**src/rtl/m_7segcon_gen.sv**
```systemverilog
// Multiplexed common-anode seven-segment scan controller with decimal points,
// frame-synchronous updates, leading-zero blanking, PWM brightness and anode guard time.
module m_7segcon_gen #(
    parameter int unsigned NDIGIT = 8,
    parameter int unsigned DELAY  = 100000,
    parameter int unsigned GUARD  = 16
) (
    input  logic                  w_clk,
    input  logic                  w_rst_n,
    input  logic [4*NDIGIT-1:0]   w_din,
    input  logic [NDIGIT-1:0]     w_dp,
    input  logic                  w_we,
    input  logic                  w_lzb,
    input  logic [3:0]            w_bright,
    output logic [6:0]            r_sg,
    output logic                  r_dp,
    output logic [NDIGIT-1:0]     r_an,
    output logic                  r_frame
);

    localparam int unsigned CW = (DELAY > 1) ? $clog2(DELAY) : 1;
    localparam int unsigned DW = (NDIGIT > 1) ? $clog2(NDIGIT) : 1;
    localparam int unsigned VW = 4 * NDIGIT;

    logic [CW-1:0]     r_cnt;
    logic [DW-1:0]     r_digit;
    logic [3:0]        r_pwm;
    logic [VW-1:0]     r_val;
    logic [VW-1:0]     r_pval;
    logic [NDIGIT-1:0] r_dpv;
    logic [NDIGIT-1:0] r_pdp;
    logic              r_pend;

    logic              slot_end_c;
    logic              fb_c;
    logic              guard_ok_c;
    logic              lit_c;
    logic              blank_c;
    logic              dp_sel_c;
    logic [3:0]        nib_c;
    logic [6:0]        seg_c;
    logic [NDIGIT-1:0] blank_vec_c;

    assign slot_end_c = (r_cnt == CW'(DELAY - 1));
    assign fb_c       = slot_end_c && (r_digit == DW'(NDIGIT - 1));

    // Slot, digit and PWM counters
    always_ff @(posedge w_clk or negedge w_rst_n) begin
        if (!w_rst_n) begin
            r_cnt   <= '0;
            r_digit <= '0;
            r_pwm   <= '0;
        end else begin
            r_pwm <= r_pwm + 4'd1;
            if (slot_end_c) begin
                r_cnt   <= '0;
                r_digit <= (r_digit == DW'(NDIGIT - 1)) ? '0 : r_digit + DW'(1);
            end else begin
                r_cnt <= r_cnt + CW'(1);
            end
        end
    end

    // Writes are parked until the frame boundary so a frame is never torn
    always_ff @(posedge w_clk or negedge w_rst_n) begin
        if (!w_rst_n) begin
            r_val  <= '0;
            r_dpv  <= '0;
            r_pval <= '0;
            r_pdp  <= '0;
            r_pend <= 1'b0;
        end else if (fb_c) begin
            if (w_we) begin
                r_val <= w_din;
                r_dpv <= w_dp;
            end else if (r_pend) begin
                r_val <= r_pval;
                r_dpv <= r_pdp;
            end
            r_pend <= 1'b0;
        end else if (w_we) begin
            r_pval <= w_din;
            r_pdp  <= w_dp;
            r_pend <= 1'b1;
        end
    end

    // A digit is blanked while it and every higher digit show a bare zero
    always_comb begin
        logic run;
        blank_vec_c = '0;
        run         = w_lzb;
        for (int k = int'(NDIGIT) - 1; k >= 0; k--) begin
            run            = run && (r_val[4*k +: 4] == 4'h0) && !r_dpv[k];
            blank_vec_c[k] = run;
        end
        blank_vec_c[0] = 1'b0;
    end

    always_comb begin
        nib_c    = 4'h0;
        dp_sel_c = 1'b0;
        blank_c  = 1'b0;
        for (int k = 0; k < int'(NDIGIT); k++) begin
            if (r_digit == DW'(k)) begin
                nib_c    = r_val[4*k +: 4];
                dp_sel_c = r_dpv[k];
                blank_c  = blank_vec_c[k];
            end
        end
    end

    // Hex font, active-high abcdefg
    always_comb begin
        seg_c = 7'h00;
        unique case (nib_c)
            4'h0: seg_c = 7'h7E;
            4'h1: seg_c = 7'h30;
            4'h2: seg_c = 7'h6D;
            4'h3: seg_c = 7'h79;
            4'h4: seg_c = 7'h33;
            4'h5: seg_c = 7'h5B;
            4'h6: seg_c = 7'h5F;
            4'h7: seg_c = 7'h70;
            4'h8: seg_c = 7'h7F;
            4'h9: seg_c = 7'h7B;
            4'hA: seg_c = 7'h77;
            4'hB: seg_c = 7'h1F;
            4'hC: seg_c = 7'h4E;
            4'hD: seg_c = 7'h3D;
            4'hE: seg_c = 7'h4F;
            4'hF: seg_c = 7'h47;
        endcase
    end

    generate
        if (GUARD == 0) begin : g_noguard
            assign guard_ok_c = 1'b1;
        end else begin : g_guard
            assign guard_ok_c = (r_cnt >= CW'(GUARD));
        end
    endgenerate

    assign lit_c = guard_ok_c && (r_pwm <= w_bright) && !blank_c;

    // Registered pin drivers; cathodes released whenever the anode is off
    always_ff @(posedge w_clk or negedge w_rst_n) begin
        if (!w_rst_n) begin
            r_an    <= '1;
            r_sg    <= 7'h7F;
            r_dp    <= 1'b1;
            r_frame <= 1'b0;
        end else begin
            r_an    <= lit_c ? ~(NDIGIT'(1) << r_digit) : '1;
            r_sg    <= lit_c ? ~seg_c : 7'h7F;
            r_dp    <= lit_c ? ~dp_sel_c : 1'b1;
            r_frame <= fb_c;
        end
    end

endmodule

```
**config.mk**
```make
export PLATFORM = sky130hd
export DESIGN_NAME = m_7segcon_gen
export DESIGN_NICKNAME = d
export VERILOG_FILES = /design/src/rtl/m_7segcon_gen.sv
export SDC_FILE = /design/constraint.sdc
export NUM_CORES = 1
export LEC_CHECK = 0
export CAP_MARGIN = 20
export CORE_ASPECT_RATIO = 0.7
export CORE_MARGIN = 1.5
export CORE_UTILIZATION = 53
export DETAILED_ROUTE_END_ITERATION = 16
export PLACE_DENSITY = 0.76
export SYNTH_ARGS = -nofsm -noshare
export SYNTH_HDL_FRONTEND = slang
export SYNTH_SLANG_ARGS = --single-unit
```
**constraint.sdc**
```tcl
create_clock -name w_clk -period 3.8 [get_ports w_clk]
set_input_delay 0.38 -clock w_clk [delete_from_list [all_inputs] [get_ports w_clk]]
set_output_delay 0.38 -clock w_clk [all_outputs]
set_load 0.005 [all_outputs]
```
==> impl.org, run 1 <==
** Timing
- Final worst path period share :: 84.1%
- Slew at the pin with the worst max-slew slack :: 0.753 ns
- Post-Route Hold Slack :: 0.0292 ns
- Minimum clock period :: 3.20 ns
- The max-slew violation total from the final report is 0.
- Measured against its own limit, the worst slew margin works out to 49.8%.
- Setup Total Neg Slack :: 0 ns
- RSZ-0062 raised after global routing :: false
- The final-report hold violation count came to 0.
- Final setup fails :: 0
- For this run, the top clock speed supported by timing is 0.313 GHz.
- Worst clock skew on the final layout :: 0.00841 ns

** Floorplan
- Floorplan die area :: 11800 µm²
- Chip height :: 91.4 µm
- Die width :: 129 µm
- The initial utilization of the core area, before any placement, comes to 54.1%.
- Row count :: 32
- The region available for standard cell placement spans 10900 µm².
- I/O pin count :: 65

** Drt
- In this run, the number of DRC markers left after iteration 0 of detailed routing was 259.
- Overall routed net length :: 13.5 mm
- In this run the remaining antenna-violating nets after routing total 0.
- The final route contains 4330 vias.
- In the final routed layout, each cell accounts on average for 17.2 µm.
- After detailed routing, the number of vias per cell comes to 5.53.
- The first detailed-routing pass ran for 4 iterations.
- After detailed routing, the number of remaining DRC violations is 0.

** Synth
- Synthesized area :: 5920 µm²
- For this run, the leading register cell type out of synthesis is sky130_fd_sc_hd__dfrtp_1.
- The number of nets in the synthesized netlist is 617.
- After synthesis, flip-flops and latches occupy 51.9% of the total area.
- Cells after synthesis :: 550
- Number of synthesized register bits :: 122
- In this run the mean area of a mapped cell was 10.8 µm².
- Number of synthesized flops with an enable pin :: 0
- Yosys printed 0 warnings.
- Post-synth cell types :: 45
- Counting flops with an async set or reset pin after synthesis yields a share of 100%.

** Cells and area
- # nets final :: 684
- Area delta synth->final :: 22.6%
- Area of combinational cells with multiple inputs :: 2600 µm²
- The post-route netlist has 16.5% of its cells at a drive strength greater than 1.
- Total area of sequential cells :: 3070 µm²
- Filler cell count in the final layout :: 869

** GRT
- met1 is the most crowded layer.
- Largest net degree at the start of global routing :: 64
- Global Route met1 Usage :: 35.6%
- Aggregate global-route resource usage :: 24.7%
- Total gr overflow :: 0
- Global routing used 8.19% of the available met3 tracks.
- Global routing consumed, on the met2 layer, 35.5% of the routing resources.
- The number of antenna violations at the first check in global routing was 1.
- The first global-routing pass estimated 22.1 mm of wire.
- The via count of the first global-routing pass came to 4279.

** Clock tree
- The tree is rooted in a sky130_fd_sc_hd__clkbuf_16.
- In this run the post-CTS setup repair buffer count came out at 0.
- Counting along the longest clock path gives a buffer depth of 2.
- For the worst-skew pair, the clock arrives at the later sink with an insertion delay of 0.41 ns.
- Clock-pin slew was measured on the worst setup and hold paths at 0.05 ns.
- The number of gates resized after CTS was 0.
- Clock sink count :: 122
- Hold-fix buffers, CTS :: 0
- TritonCTS built the clock tree.
- Clock tree synthesis inserted a total of 17 buffers.
- The H-tree was split into 4 levels.

** Setup path
- Kind of start point of the critical path :: register
- Type of the worst setup path :: reg2reg
- At the worst endpoint, the arrival time is 3.52 ns.
- STA classifies the critical path endpoint as a register.
- Largest fanout on the critical path :: 16
- At the worst endpoint, the required time is 4.13 ns.

** Place
- After legalization and detailed placement, the total HPWL measured 9.58 mm.
- IO buf count :: 64
- Routability-driven placement finished with a final weighted congestion of 0.934.

** Power
- VDD sags by at most 0.330 mV.
- Power density normalized to cell area :: 452 nW/µm²
- LEAKAGE :: 3.22 nW

** Hold path
- In this run the worst hold path is classified as in2async.

** Run
- MaxCap Viol Count :: 0

** Status
- The run finished with clean final reports.
-- state kept, by name, summed over array words and instances (netlist names), 3 cells and up --
name     cells
r_val       32
r_sg         7
r_cnt       17
r_an         8
r_digit      3
r_pwm        4
r_dpv        8
r_pdp        8
r_pval      32
-- layout by cell type, fill, tap and decap left out, types with 8 or more instances in the layout --
master                            instances
sky130_fd_sc_hd__a21oi_1                 59
sky130_fd_sc_hd__mux2_2                  41
sky130_fd_sc_hd__dfstp_2                 16
sky130_fd_sc_hd__buf_4                   12
sky130_fd_sc_hd__o21ai_0                 12
sky130_fd_sc_hd__nand2_1                 29
sky130_fd_sc_hd__ha_1                    19
sky130_fd_sc_hd__xor2_1                  10
sky130_fd_sc_hd__nor4_1                   8
sky130_fd_sc_hd__dfrtp_1                106
sky130_fd_sc_hd__inv_1                   22
sky130_fd_sc_hd__clkdlybuf4s50_1         62
sky130_fd_sc_hd__clkbuf_16               17
sky130_fd_sc_hd__nand3_1                 19
sky130_fd_sc_hd__mux2i_1                 41
sky130_fd_sc_hd__nor2_1                  67
-- cell usage after synthesis, drive strengths merged (2+ instances only) --
library cell  number  share of area [%]
mux2i             41                6.9
a21o               2               0.25
xnor2              7                1.0
inv               22                1.4
nor3               4               0.53
nand2b             3               0.32
a21oi             61                5.3
o221ai             4               0.59
mux2              41                7.8
xor2              10                1.5
dfstp             16                7.1
a31oi              3               0.32
or4                6               0.76
nand4              3               0.32
nor2              68                4.4
o211ai             3               0.38
o22ai              3               0.32
buf               20                2.2
and2               2               0.21
a211oi             2               0.25
dfrtp            106                 45
and3               2               0.21
nand3             19                1.6
clkbuf             8               0.51
o21ai             13                1.1
or2                2               0.21
nand3b             4               0.51
ha                19                4.0
a2111oi            2               0.30
a221oi             5               0.74
nor4               8               0.85
nor2b              4               0.42
nand2             29                1.8
or3                2               0.21
-- power breakdown --
group | switching [mW] | total [mW] | internal (mW)
Clock | 0.543 | 1.53 | 0.990
Combinational | 0.139 | 0.302 | 0.163
Sequential | 0.0529 | 1.44 | 1.39
Total | 0.735 | 3.28 | 2.54
-- cell families after synthesis --
family	share of synthesized area (%)
AOI/OAI and AO/OA	10.1
xor gates and xnor gates	2.52
adders and majority gates	4.02
buffers and inverters	4.19
DFF	51.9
muxes	14.7
and+or+nand+nor	12.5
-- metal layers --
metal,vias to the layer above,share of wire (%)
li1,2075,-
met1,2117,48
met2,123,45
met3,15,6.0
met4,0,1.2
met5,-,0
-- cell type report --
class / instances / area share [%]
Tap cell: 153 / 2.64
Clock buffer: 23 / 6.45
Inverter: 23 / 1.19
Clock inverter: 8 / 1.31
Antenna cell: 1 / 0.0345
Timing Repair Buffer: 76 / 10.1
Multi-Input combinational cell: 377 / 35.9
Sequential cell: 122 / 42.4
-- worst paths after layout --
path	startpoint	to	slack (ns)	cells after the start
max in group asynchronous	w_rst_n	r_sg[2]$_DFF_PN1_	2.96	2
worst min-delay path	w_rst_n	r_pwm[0]$_DFF_PN0_	0.03	1
worst min register to register	r_pwm[0]$_DFF_PN0_	r_pwm[0]$_DFF_PN0_	0.49	1
worst max-delay path	r_digit[0]$_DFFE_PN0N_	r_sg[3]$_DFF_PN1_	0.60	11
worst max register to register	r_digit[0]$_DFFE_PN0N_	r_sg[3]$_DFF_PN1_	0.60	11
min in group w_clk	w_we	r_pend$_DFFE_PN0P_	0.31	3
-- metrics by stage --
step	utilization [%]	power (mW)	setup WS (ns)	instance area, µm²	cells
6_report	66.4	3.28	0.604	7250	783
5_1_grt	66.3	3.40	0.221	7250	782
4_1_cts	66.3	3.31	0.650	7250	782
3_5_place_dp	61.2	1.76	0.696	6690	751
3_3_place_gp	61.2	1.75	0.875	6690	751
2_1_floorplan	-	1.61	0.947	5920	550
-- worst max-delay path: stages (launching register included) --
cell	delay [ns]
sky130_fd_sc_hd__dfrtp_1	0.40
sky130_fd_sc_hd__inv_1	0.12
sky130_fd_sc_hd__ha_1	0.58
sky130_fd_sc_hd__a21oi_1	0.10
sky130_fd_sc_hd__a2111oi_0	0.53
sky130_fd_sc_hd__o22ai_1	0.18
sky130_fd_sc_hd__a21oi_2	0.29
sky130_fd_sc_hd__inv_1	0.16
sky130_fd_sc_hd__ha_1	0.32
sky130_fd_sc_hd__nor2_1	0.16
sky130_fd_sc_hd__a211oi_1	0.07
sky130_fd_sc_hd__o21ai_0	0.18
No activity file was read; power rests on OpenSTA's default activity.
==> inputs of run 2 (changes only) <==
Clock period 3.8 ns to 3.2 ns, I/O delays scaled along.
==> run 2 against run 1 <==
Cell count up 0.51%. Global-route usage is 0.42 points higher. Critical path depth shrank 3. Combinational power is 21% higher. Core utilization increased by 1.1 points. Power is 24% higher. Sequential power up 19%. Clock power grew 30%. Sequential cell count stayed put. Clock skew decreased by 0.0012 ns.
==> impl.org, run 2 (synthesized netlist as in run 1, its figures left out) <==
** Cells and area
- The most frequent standard cell in the layout excluding fill and tap cells is sky130_fd_sc_hd__dfrtp_1 (unchanged).
- The count of antenna diodes in the layout is 0 (was 1).
- Regs by FF count: r_pval x32, r_val x32, r_cnt x17 (unchanged).
- The signed area change from the synthesized netlist to the final layout is 24.6% (was 22.6%).
- The share of post-route cells with drive strength above 1 was 18.1% (was 16.5%).
- Highest-count cells in the layout ignoring fill and taps :: sky130_fd_sc_hd__dfrtp_1, sky130_fd_sc_hd__nor2_1, sky130_fd_sc_hd__clkdlybuf4s50_1 (unchanged)
- Post-layout utilization of the core :: 67.5% (was 66.4%)
- # nets final :: 688 (was 684)

** Timing
- The count of final setup violators is 0 (unchanged).
- The max-slew violation total from the final report is 0 (unchanged).
- The setup slack after layout is 0.230 ns (was 0.604 ns).
- FMAX :: 0.337 GHz (was 0.313 GHz)
- Setup Total Neg Slack :: 0 ns (unchanged)
- The actual slew at the worst max-slew pin is 0.705 ns (was 0.753 ns).
- The worst slew margin relative to its limit is 53.0% (was 49.8%).
- The clock period minus final worst setup slack was 2.97 ns (was 3.20 ns).
- Final worst path period share :: 92.8% (was 84.1%)
- The worst clock skew was 0.00726 ns (was 0.00841 ns).
- RSZ-0062 raised after global routing: false (unchanged).
- Number of failing hold endpoints at the final stage :: 0 (unchanged)
- The worst hold slack across all endpoints is 0.479 ns (was 0.0292 ns).

** Clock tree
- CTS tree :: built (unchanged)
- Clock tree root buffer cell :: sky130_fd_sc_hd__clkbuf_16 (unchanged)
- The clock latency on the worst-skew pair is 0.41 ns (about the same).
- The number of buffers created by CTS came to 17 (unchanged).
- The sink count of the clock tree was 122 (unchanged).
- Clock slew seen by the registers of the worst setup and hold paths :: 0.06 ns (was 0.05 ns)
- Post-CTS Repair Setup Buffers :: 0 (unchanged)
- Number of buffers on the longest clock path :: 2 (unchanged)
- The H-tree depth reported by CTS was 4 (unchanged).

** Setup path
- Crit path required time :: 3.49 ns (was 4.13 ns)
- The termination of the worst setup path is r_sg[6]$_DFF_PN1_ (was r_sg[3]$_DFF_PN1_).
- CP Capture Type :: register (unchanged)
- The data arrival time of the critical path was 3.26 ns (was 3.52 ns).
- Type of the worst setup path :: reg2reg (unchanged)
- Worst-case register-to-register setup slack :: 0.23 ns (was 0.60 ns)
- The number of buffers and inverters on the critical path is 0 (was 2).
- Largest fanout on the critical path :: 9 (was 16)
- Endpoint of the most critical register-to-register path :: r_sg[6]$_DFF_PN1_ (was r_sg[3]$_DFF_PN1_)
- Ordered cell list for the critical path: ha_1 > ha_1 > a2111oi_0 > o22ai_1 > a21oi_1 > nand2b_1 > o21ai_0 > o21ai_0 (was inv_1 > ha_1 > a21oi_1 > a2111oi_0 > o22ai_1 > a21oi_2 > inv_1 > ha_1 > nor2_1 > a211oi_1 > o21ai_0).
- Highest-delay cell along the critical path :: sky130_fd_sc_hd__a2111oi_0 (was sky130_fd_sc_hd__ha_1)
- The critical register-to-register path startpoint is r_digit[0]$_DFFE_PN0N_ (unchanged).
- The worst stage delay on the critical path is 0.64 ns (was 0.58 ns).
- Kind of start point of the critical path :: register (unchanged)
- Worst setup path start :: r_digit[0]$_DFFE_PN0N_ (unchanged)
- The worst reg2reg path depth was 8 (was 11).
- Family of cells with the greatest summed delay on the critical path :: compound AO/OA/AOI/OAI gates (unchanged)
- Critical Path Stages :: 8 (was 11)

** Place
- The routability-driven placement congestion ratio came to 0.945 (was 0.934).
- IO buf count :: 64 (unchanged)
- Detailed Place HPWL :: 9.56 mm (was 9.58 mm)
- Pre-CTS setup slack :: 0.306 ns (was 0.696 ns)

** Power
- The post-layout total power was 4.06 mW (was 3.28 mW).
- Power density normalized to cell area :: 551 nW/µm² (was 452 nW/µm²)
- Max VDD drop :: 0.396 mV (was 0.330 mV)
- LEAKAGE :: 3.26 nW (was 3.22 nW)

** Drt
- The total number of vias is 4383 (was 4330).
- The average wire per cell in the routed design came to 17.5 µm (was 17.2 µm).
- Via density :: 5.57 (was 5.53)
- Detailed Routing Iterations Pass 1 :: 5 (was 4)
- The initial detailed-routing violation count is 341 (was 259).
- The post-route antenna net violation count came to 0 (unchanged).
- The total length of routed wires is 13.7 mm (was 13.5 mm).
- The number of remaining DRC errors was 0 (unchanged).

** GRT
- Aggregate global-route resource usage :: 25.1% (was 24.7%)
- Number of global-route vias before repair :: 4379 (was 4279)
- Global-route wire length before repair :: 22.5 mm (was 22.1 mm)
- The global-route track usage on met2 is 38.3% (was 35.5%).
- Most utilized layer in the global route result :: met2 (was met1)
- The remaining global-route overflow came to 0 (unchanged).
- Met3 layer usage reported by global route :: 6.01% (was 8.19%)
- The number of antenna violations at the first check in global routing is 0 (was 1).
- The maximum number of pins on one net before global-route repair came to 74 (was 64).
- The global-route track usage on met1 was 35.6% (about the same).

** Floorplan
- Die width :: 129 µm (unchanged)
- Core Region :: 10900 µm² (unchanged)
- The number of placement rows is 32 (unchanged).
- Initial core utilization :: 54.1% (unchanged)
- Floorplan die area :: 11800 µm² (unchanged)
- Chip height :: 91.4 µm (unchanged)
- The count of pins on the block boundary was 65 (unchanged).

** Hold path
- The path category of the worst min-delay check is reg2reg (was in2async).

** Run
- MaxCap Viol Count :: 0 (unchanged)

** Status
- Result of the run: completed (unchanged).
==> run 2: changes by cell type in the layout (fill, tap and decap cells not counted), sizes merged <==
cell / change
clkinvlp: +1
diode: -1
buf: +3
bufinv: +1
dlygate4sd3: +1
clkbuf: -1
==> run 2: cell type report <==
type                            count  area [µm²]
Clock buffer                       22         484
Clock inverter                     10         140
Fill cell                         840        3560
Inverter                           23        86.3
Multi-Input combinational cell    377        2620
Sequential cell                   122        3070
Tap cell                          153         191
Timing Repair Buffer               80         781
==> run 2: what timing repair did <==
item,CTS,global route
endpoints found under the hold margin,44,0
hold buffers,1,0
endpoints found under the setup margin,0,3
resized for setup,0,5
==> run 2: routing by layer <==
| metal | routed length [µm] | up-vias | share of wire (%) |
|---|---|---|---|
| met3 | 754 | 14 | 5.5 |
| met5 | 0 | - | 0 |
| met4 | 130 | 0 | 0.95 |
| met2 | 6220 | 135 | 45 |
| li1 | - | 2077 | - |
| met1 | 6640 | 2157 | 48 |
==> run 2: worst min path at each step <==
stage,start,end,slack [ns],cells past startpoint
4_1_cts,r_pwm[0]$_DFF_PN0_,r_pwm[0]$_DFF_PN0_,0.48,1
3_3_place_gp,w_rst_n,r_pwm[2]$_DFF_PN0_,0.39,1
3_5_place_dp,w_rst_n,r_pwm[2]$_DFF_PN0_,0.40,1
2_1_floorplan,w_rst_n,r_cnt[0]$_DFF_PN0_,0.02,0
5_1_grt,r_pval[0]$_DFFE_PN0P_,r_pval[0]$_DFFE_PN0P_,0.52,1
6_report,r_pwm[0]$_DFF_PN0_,r_pwm[0]$_DFF_PN0_,0.48,1
==> run 2: where the power goes <==
group          switching, mW  internal [mW]
registers             0.0618           1.65
clock network          0.680           1.31
logic                  0.169          0.196
==> run 2: metrics by stage <==
step	instances	instance area, µm²
after floorplan	550	5920
after global placement	754	6720
after detailed placement	754	6720
after CTS	787	7360
after global routing	787	7370
final	787	7370
==> inputs of run 3 (changes only) <==
Settings changed: CORE_UTILIZATION 53 to 57, PLACE_DENSITY 0.76 to 0.81.
==> run 3 against run 2 <==
The run now ends with negative hold slack left. Sequential cell count unchanged. Wire length increased by 3.9%. Via count increased by 1.7%. Global-route usage increased by 2.4 points.
==> impl.org, run 3 (synthesized netlist as in run 1, its figures left out) <==
** Setup path
- Ordered cell list for the critical path :: inv_1 > ha_2 > nand2_1 > nor2_1 > a211o_1 > o2111ai_1 > a221oi_2 > buf_4 > ha_1 > inv_1 > nor2_1 > a21oi_1 > o221ai_1 (was ha_1 > ha_1 > a2111oi_0 > o22ai_1 > a21oi_1 > nand2b_1 > o21ai_0 > o21ai_0)
- The highest fanout seen on the critical path is 14 (was 9).
- Family of cells with the greatest summed delay on the critical path :: compound AO/OA/AOI/OAI gates (unchanged)
- Crit path required time :: 3.51 ns (was 3.49 ns)
- The type of element capturing the critical path is a register (unchanged).
- The data arrival time of the critical path came to 3.25 ns (was 3.26 ns).
- The kind of start point of the critical path is a register (unchanged).
- The slowest cell on the critical path is sky130_fd_sc_hd__dfrtp_1 (was sky130_fd_sc_hd__a2111oi_0).
- The startpoint-to-endpoint class of the critical path was reg2reg (unchanged).
- The worst stage delay on the critical path is 0.39 ns (was 0.64 ns).
- The number of buffers and inverters on the critical path was 3 (was 0).

** Drt
- Detailed Route Iter0 Violations :: 382 (was 341)
- The average wire per cell in the routed design was 18.8 µm (was 17.5 µm).
- The detailed-routing iteration count for the pre-antenna-repair pass is 5 (unchanged).
- The via density per instance came to 5.88 (was 5.57).
- Total vias in the final route :: 4458 (was 4383)
- Antenna-violating nets left :: 0 (unchanged)
- Overall routed net length :: 14.3 mm (was 13.7 mm)
- Detailed-route DRC error count :: 0 (unchanged)

** Cells and area
- The most frequent standard cell in the layout excluding fill and tap cells is sky130_fd_sc_hd__dfrtp_1 (unchanged).
- Summed area of non-filler cells in the final layout :: 7300 µm² (was 7370 µm²)
- Number of antenna cells inserted :: 0 (unchanged)
- Final cell count without fillers :: 758 (was 787)
- Area delta synth->final :: 23.3% (was 24.6%)
- The share of post-route cells with drive strength above 1 is 17.9% (was 18.1%).
- # nets final :: 687 (was 688)
- Regs by FF count: r_pval x32, r_val x32, r_cnt x17 (unchanged).
- Highest-count cells in the layout ignoring fill and taps :: sky130_fd_sc_hd__dfrtp_1, sky130_fd_sc_hd__nor2_1, sky130_fd_sc_hd__clkdlybuf4s50_1 (unchanged)
- The core occupancy in the finished layout is 73.6% (was 67.5%).

** Floorplan
- Initial core utilization :: 59.7% (was 54.1%)
- I/O pin count :: 65 (unchanged)
- The area enclosed by the die boundary is 11000 µm² (was 11800 µm²).
- Chip height :: 88.3 µm (was 91.4 µm)
- The number of placement rows came to 30 (was 32).
- Die width :: 125 µm (was 129 µm)
- The placeable core region is 9910 µm² (was 10900 µm²).

** Power
- Total power draw :: 4.04 mW (was 4.06 mW)
- LEAKAGE :: 3.25 nW (was 3.26 nW)
- Max VDD drop :: 0.382 mV (was 0.396 mV)
- Power density normalized to cell area :: 554 nW/µm² (was 551 nW/µm²)

** GRT
- The number of antenna violations at the first check in global routing is 0 (unchanged).
- The remaining global-route overflow is 0 (unchanged).
- The first-pass GRT wire length was 23.1 mm (was 22.5 mm).
- Aggregate global-route resource usage :: 27.5% (was 25.1%)
- Number of global-route vias before repair :: 4427 (was 4379)
- Largest net degree at the start of global routing :: 64 (was 74)

** Hold path
- The path category of the worst min-delay check is in2async (was reg2reg).

** Clock tree
- The sink count of the clock tree is 122 (unchanged).
- Post-CTS Repair Setup Buffers :: 0 (unchanged)
- Clock slew seen by the registers of the worst setup and hold paths :: 0.05 ns (was 0.06 ns)
- CTS tree :: built (unchanged)
- Number of CTS-inserted buffers :: 17 (unchanged)
- Clock latency on the worst-skew pair :: 0.42 ns (was 0.41 ns)
- The buffer cell driving the clock tree root was sky130_fd_sc_hd__clkbuf_16 (unchanged).
- The number of buffers on the longest clock path was 2 (unchanged).
- H-Tree Level Count :: 4 (unchanged)

** Status
- Violated checks :: negative hold slack
- Result of the run: finished, violations left (was completed).

** Timing
- Slew at the pin with the worst max-slew slack :: 0.903 ns (was 0.705 ns)
- The worst hold slack across all endpoints came to -0.0148 ns (was 0.479 ns).
- Final worst path period share :: 91.6% (was 92.8%)
- Number of max-slew violations in the final report :: 0 (unchanged)
- The worst clock skew came to 0.00568 ns (was 0.00726 ns).
- RSZ-0062 raised after global routing :: false (unchanged)
- The final sum of negative setup slack was 0 ns (unchanged).
- FMAX :: 0.341 GHz (was 0.337 GHz)
- The final-report hold violation count was 9 (was 0).
- The clock period minus final worst setup slack was 2.93 ns (was 2.97 ns).
- Final setup fails :: 0 (unchanged)
- The worst slew margin relative to its limit was 39.4% (was 53.0%).
- Final WS setup :: 0.268 ns (was 0.230 ns)

** Place
- The routability-driven placement congestion ratio is 0.911 (was 0.945).
- The post-detailed-placement cell area was 6680 µm² (was 6720 µm²).
- Pre-CTS setup slack :: 0.236 ns (was 0.306 ns)
- Detailed Place HPWL :: 9.84 mm (was 9.56 mm)
- Total instance count after detailed placement :: 729 (was 754)
- The total of buffers placed on input and output ports is 64 (unchanged).

** Run
- The number of maximum-capacitance constraint violations is 0 (unchanged).
-- run 3: power breakdown --
part / internal, mW / switching (mW) / total, mW
Sequential: 1.65 / 0.0679 / 1.72
Clock: 1.29 / 0.665 / 1.96
Combinational: 0.195 / 0.172 / 0.367
Total: 3.13 / 0.905 / 4.04
-- run 3: cell type report --
type | count | area [µm²]
Clock inverter | 7 | 116
Timing Repair Buffer | 79 | 758
Multi-Input combinational cell | 377 | 2620
Inverter | 23 | 86.3
Fill cell | 701 | 2610
Sequential cell | 122 | 3070
Tap cell | 128 | 160
Clock buffer | 22 | 484
-- run 3: repair_timing --
item	in CTS	in global routing
hold buffers	0	0
setup endpoints to repair	0	6
gates resized for setup	0	6
-- run 3: worst register-to-register path, delay by kind of cell, from the launching register on --
kind	cells	cell delay [ns]
compound gates	5	1.00
fa+ha+maj	2	0.54
buf+inv	3	0.39
flops	1	0.39
simple gates	3	0.51
-- run 3: final timing paths --
kind | start | end | slack (ns) | depth (start not counted)
max in group asynchronous | w_rst_n | r_pval[10]$_DFFE_PN0P_ | 2.42 | 2
hold reg to reg | r_pwm[3]$_DFF_PN0_ | r_pwm[3]$_DFF_PN0_ | 0.48 | 1
hold / removal | w_rst_n | r_pdp[5]$_DFFE_PN0P_ | -0.01 | 1
min in group w_clk | w_we | r_pend$_DFFE_PN0P_ | 0.23 | 3
setup reg to reg | r_digit[0]$_DFFE_PN0N_ | r_sg[1]$_DFF_PN1_ | 0.27 | 13
setup / recovery | r_digit[0]$_DFFE_PN0N_ | r_sg[1]$_DFF_PN1_ | 0.27 | 13
-- run 3: layer usage --
metal / up-vias / GRT usage [%] / share of wire, %
met3: 31 / 6.17 / 6.4
li1: 2067 / - / -
met1: 2197 / 37.7 / 46
met2: 163 / 44.0 / 45
met4: 0 / 10.0 / 2.1
met5: - / 0 / 0
==> edit, RTL diff (flow settings as in run 3) <==
Add an input register stage for `w_din`, with the module's reset; this delays it by one clock. The other inputs are not delayed to match.
--- a/src/rtl/m_7segcon_gen.sv
+++ b/src/rtl/m_7segcon_gen.sv
@@ -22,4 +22,14 @@
     localparam int unsigned DW = (NDIGIT > 1) ? $clog2(NDIGIT) : 1;
     localparam int unsigned VW = 4 * NDIGIT;
+
+    logic [4*NDIGIT-1:0] w_din_q;
+
+    always_ff @(posedge w_clk or negedge w_rst_n) begin
+        if (!w_rst_n) begin
+            w_din_q <= '0;
+        end else begin
+            w_din_q <= w_din;
+        end
+    end
 
     logic [CW-1:0]     r_cnt;
@@ -72,5 +82,5 @@
         end else if (fb_c) begin
             if (w_we) begin
-                r_val <= w_din;
+                r_val <= w_din_q;
                 r_dpv <= w_dp;
             end else if (r_pend) begin
@@ -80,5 +90,5 @@
             r_pend <= 1'b0;
         end else if (w_we) begin
-            r_pval <= w_din;
+            r_pval <= w_din_q;
             r_pdp  <= w_dp;
             r_pend <= 1'b1;
Formal check against the unedited RTL: same outputs for any inputs over 10 cycles, from zero or initial values and one cycle with w_rst_n low; that may be too few to reach the edited logic, so the function may still have changed.
==> edit against run 3 <==
Sequential cell count grew 32. Sequential share of layout area grew 4.5 points. Power grew 11%. Final area grew 14%. Routed wire length shrank 1.6%. Area after synthesis grew 18%. Maximum frequency shrank 1.3%. Worst hold slack gained 0.35 ns. Die area grew 18%. Critical endpoint unchanged. Non-clock buffer count shrank 3. Worst setup slack lost 0.038 ns.
==> edit: results (changes against run 3) <==
| Metric | Value |
|---|---|
| R2R cell count | 12 (-1) |
| # nets final | 720 (+4.8%) |
| Fraction of layout cells with a size suffix above 1 | 0.1697 (-0.009695) |
| Largest net degree at the start of global routing | 81 (+27%) |
| Vias in the first global route | 4575 (+3.3%) |
| Worst Path Arrival | 3.29 ns (+0.04 ns) |
| Seq/Total Area, Yosys | 0.5536 (+0.03441) |
| Dpl ws | 0.3532 ns (+0.1168 ns) |
| Unique masters post-synth | 50 (+11%) |
| Min Hold Slack | 0.3336 ns (+0.3484 ns) |
| Non-Filler Instances | 823 (+8.6%) |
| Status | completed |
| DP Cell Count | 790 (+8.4%) |
| Dpl cell area | 7717 um^2 (+16%) |
| Regs by FF count | r_pval: 32 flops, r_val: 32 flops, w_din_q: 32 flops |
| Gp weighted congestion | 0.8856 (-2.8%) |
| Final HPWL DP | 9805 um (-0.37%) |
| Syn Nets | 654 (+6.0%) |
| Syn Inst Count | 587 (+6.7%) |
| Reg2Reg Setup Slack | 0.23 ns (-0.04 ns) |
| First-pass GRT wire length | 23080 um (-0.30%) |
| Synth top cells by count | dfrtp_1 (138), nor2_1 (64), a21oi_2 (42), mux2i_1 (42), mux2_1 (40) |
| Relative slew slack | 0.5425 (+0.1484) |
| Leak Pwr | 3.663 nW (+13%) |
| Area contributors post-synth | dfrtp_1 (49%), mux2_1 (6.4%), dfstp_2 (6.0%) |
| GRT Total Usage | 0.2349 (-0.04002) |
| Max VDD drop | 0.4232 mV (+11%) |
edit: cell types whose count changed in the layout (fill, tap and decap cells not counted), sizes merged, moves of 3 or more:
| cell | change |
|---|---|
| inv | +6 |
| or3 | +3 |
| clkinv | +3 |
| nor2 | -3 |
| o21ai | +5 |
| nand3 | -4 |
| dfrtp | +32 |
| clkbuf | -5 |
| buf | -4 |
| nand2 | +4 |
edit: power by group:
part           internal, mW  total, mW  switching (mW)
clock                  1.17       2.00           0.833
sequential             2.06       2.13          0.0663
combinational         0.178      0.351           0.174
total                  3.41       4.48            1.07
edit: worst max-delay path, cell delays in order (launching register included):
cell,delay (ns)
dfrtp_1,0.41
ha_1,0.24
ha_1,0.33
or2_1,0.31
a211oi_1,0.21
o22ai_1,0.11
o211ai_1,0.10
o211ai_1,0.25
inv_1,0.19
ha_1,0.25
and2_0,0.17
o21ai_0,0.12
o211ai_1,0.17
edit: layout make-up:
cell class / count / area (um^2)
Timing Repair Buffer: 76 / 754.5
Fill cell: 801 / 3533
Multi-Input combinational cell: 382 / 2820
Clock inverter: 15 / 163.9
Inverter: 22 / 82.58
Clock buffer: 17 / 425.4
Sequential cell: 154 / 3874
Tap cell: 157 / 196.4
edit: layer usage:
metal	wire length [um]	track usage	share of wire	vias up
met3	760	0.05161	0.054	30
met2	6340	0.3593	0.45	147
met4	212	0.08065	0.015	0
met5	0	0	0	-
li1	-	-	-	2177
met1	6733	0.3357	0.48	2313
edit: cell families (layout without fill, tap and decap cells):
group                    count (synthesis)  count (layout)  share of synthesized area
AO/OA/AOI/OAI                          103             103                     0.1084
XOR/XNOR                                15              15                    0.01878
adder cells (fa/ha/maj)                 19              19                    0.03398
buffers and inverters                   51             130                    0.04328
flip-flops                             154             154                     0.5536
multiplexers                            84              84                     0.1277
AND/OR/NAND/NOR                        161             161                     0.1143
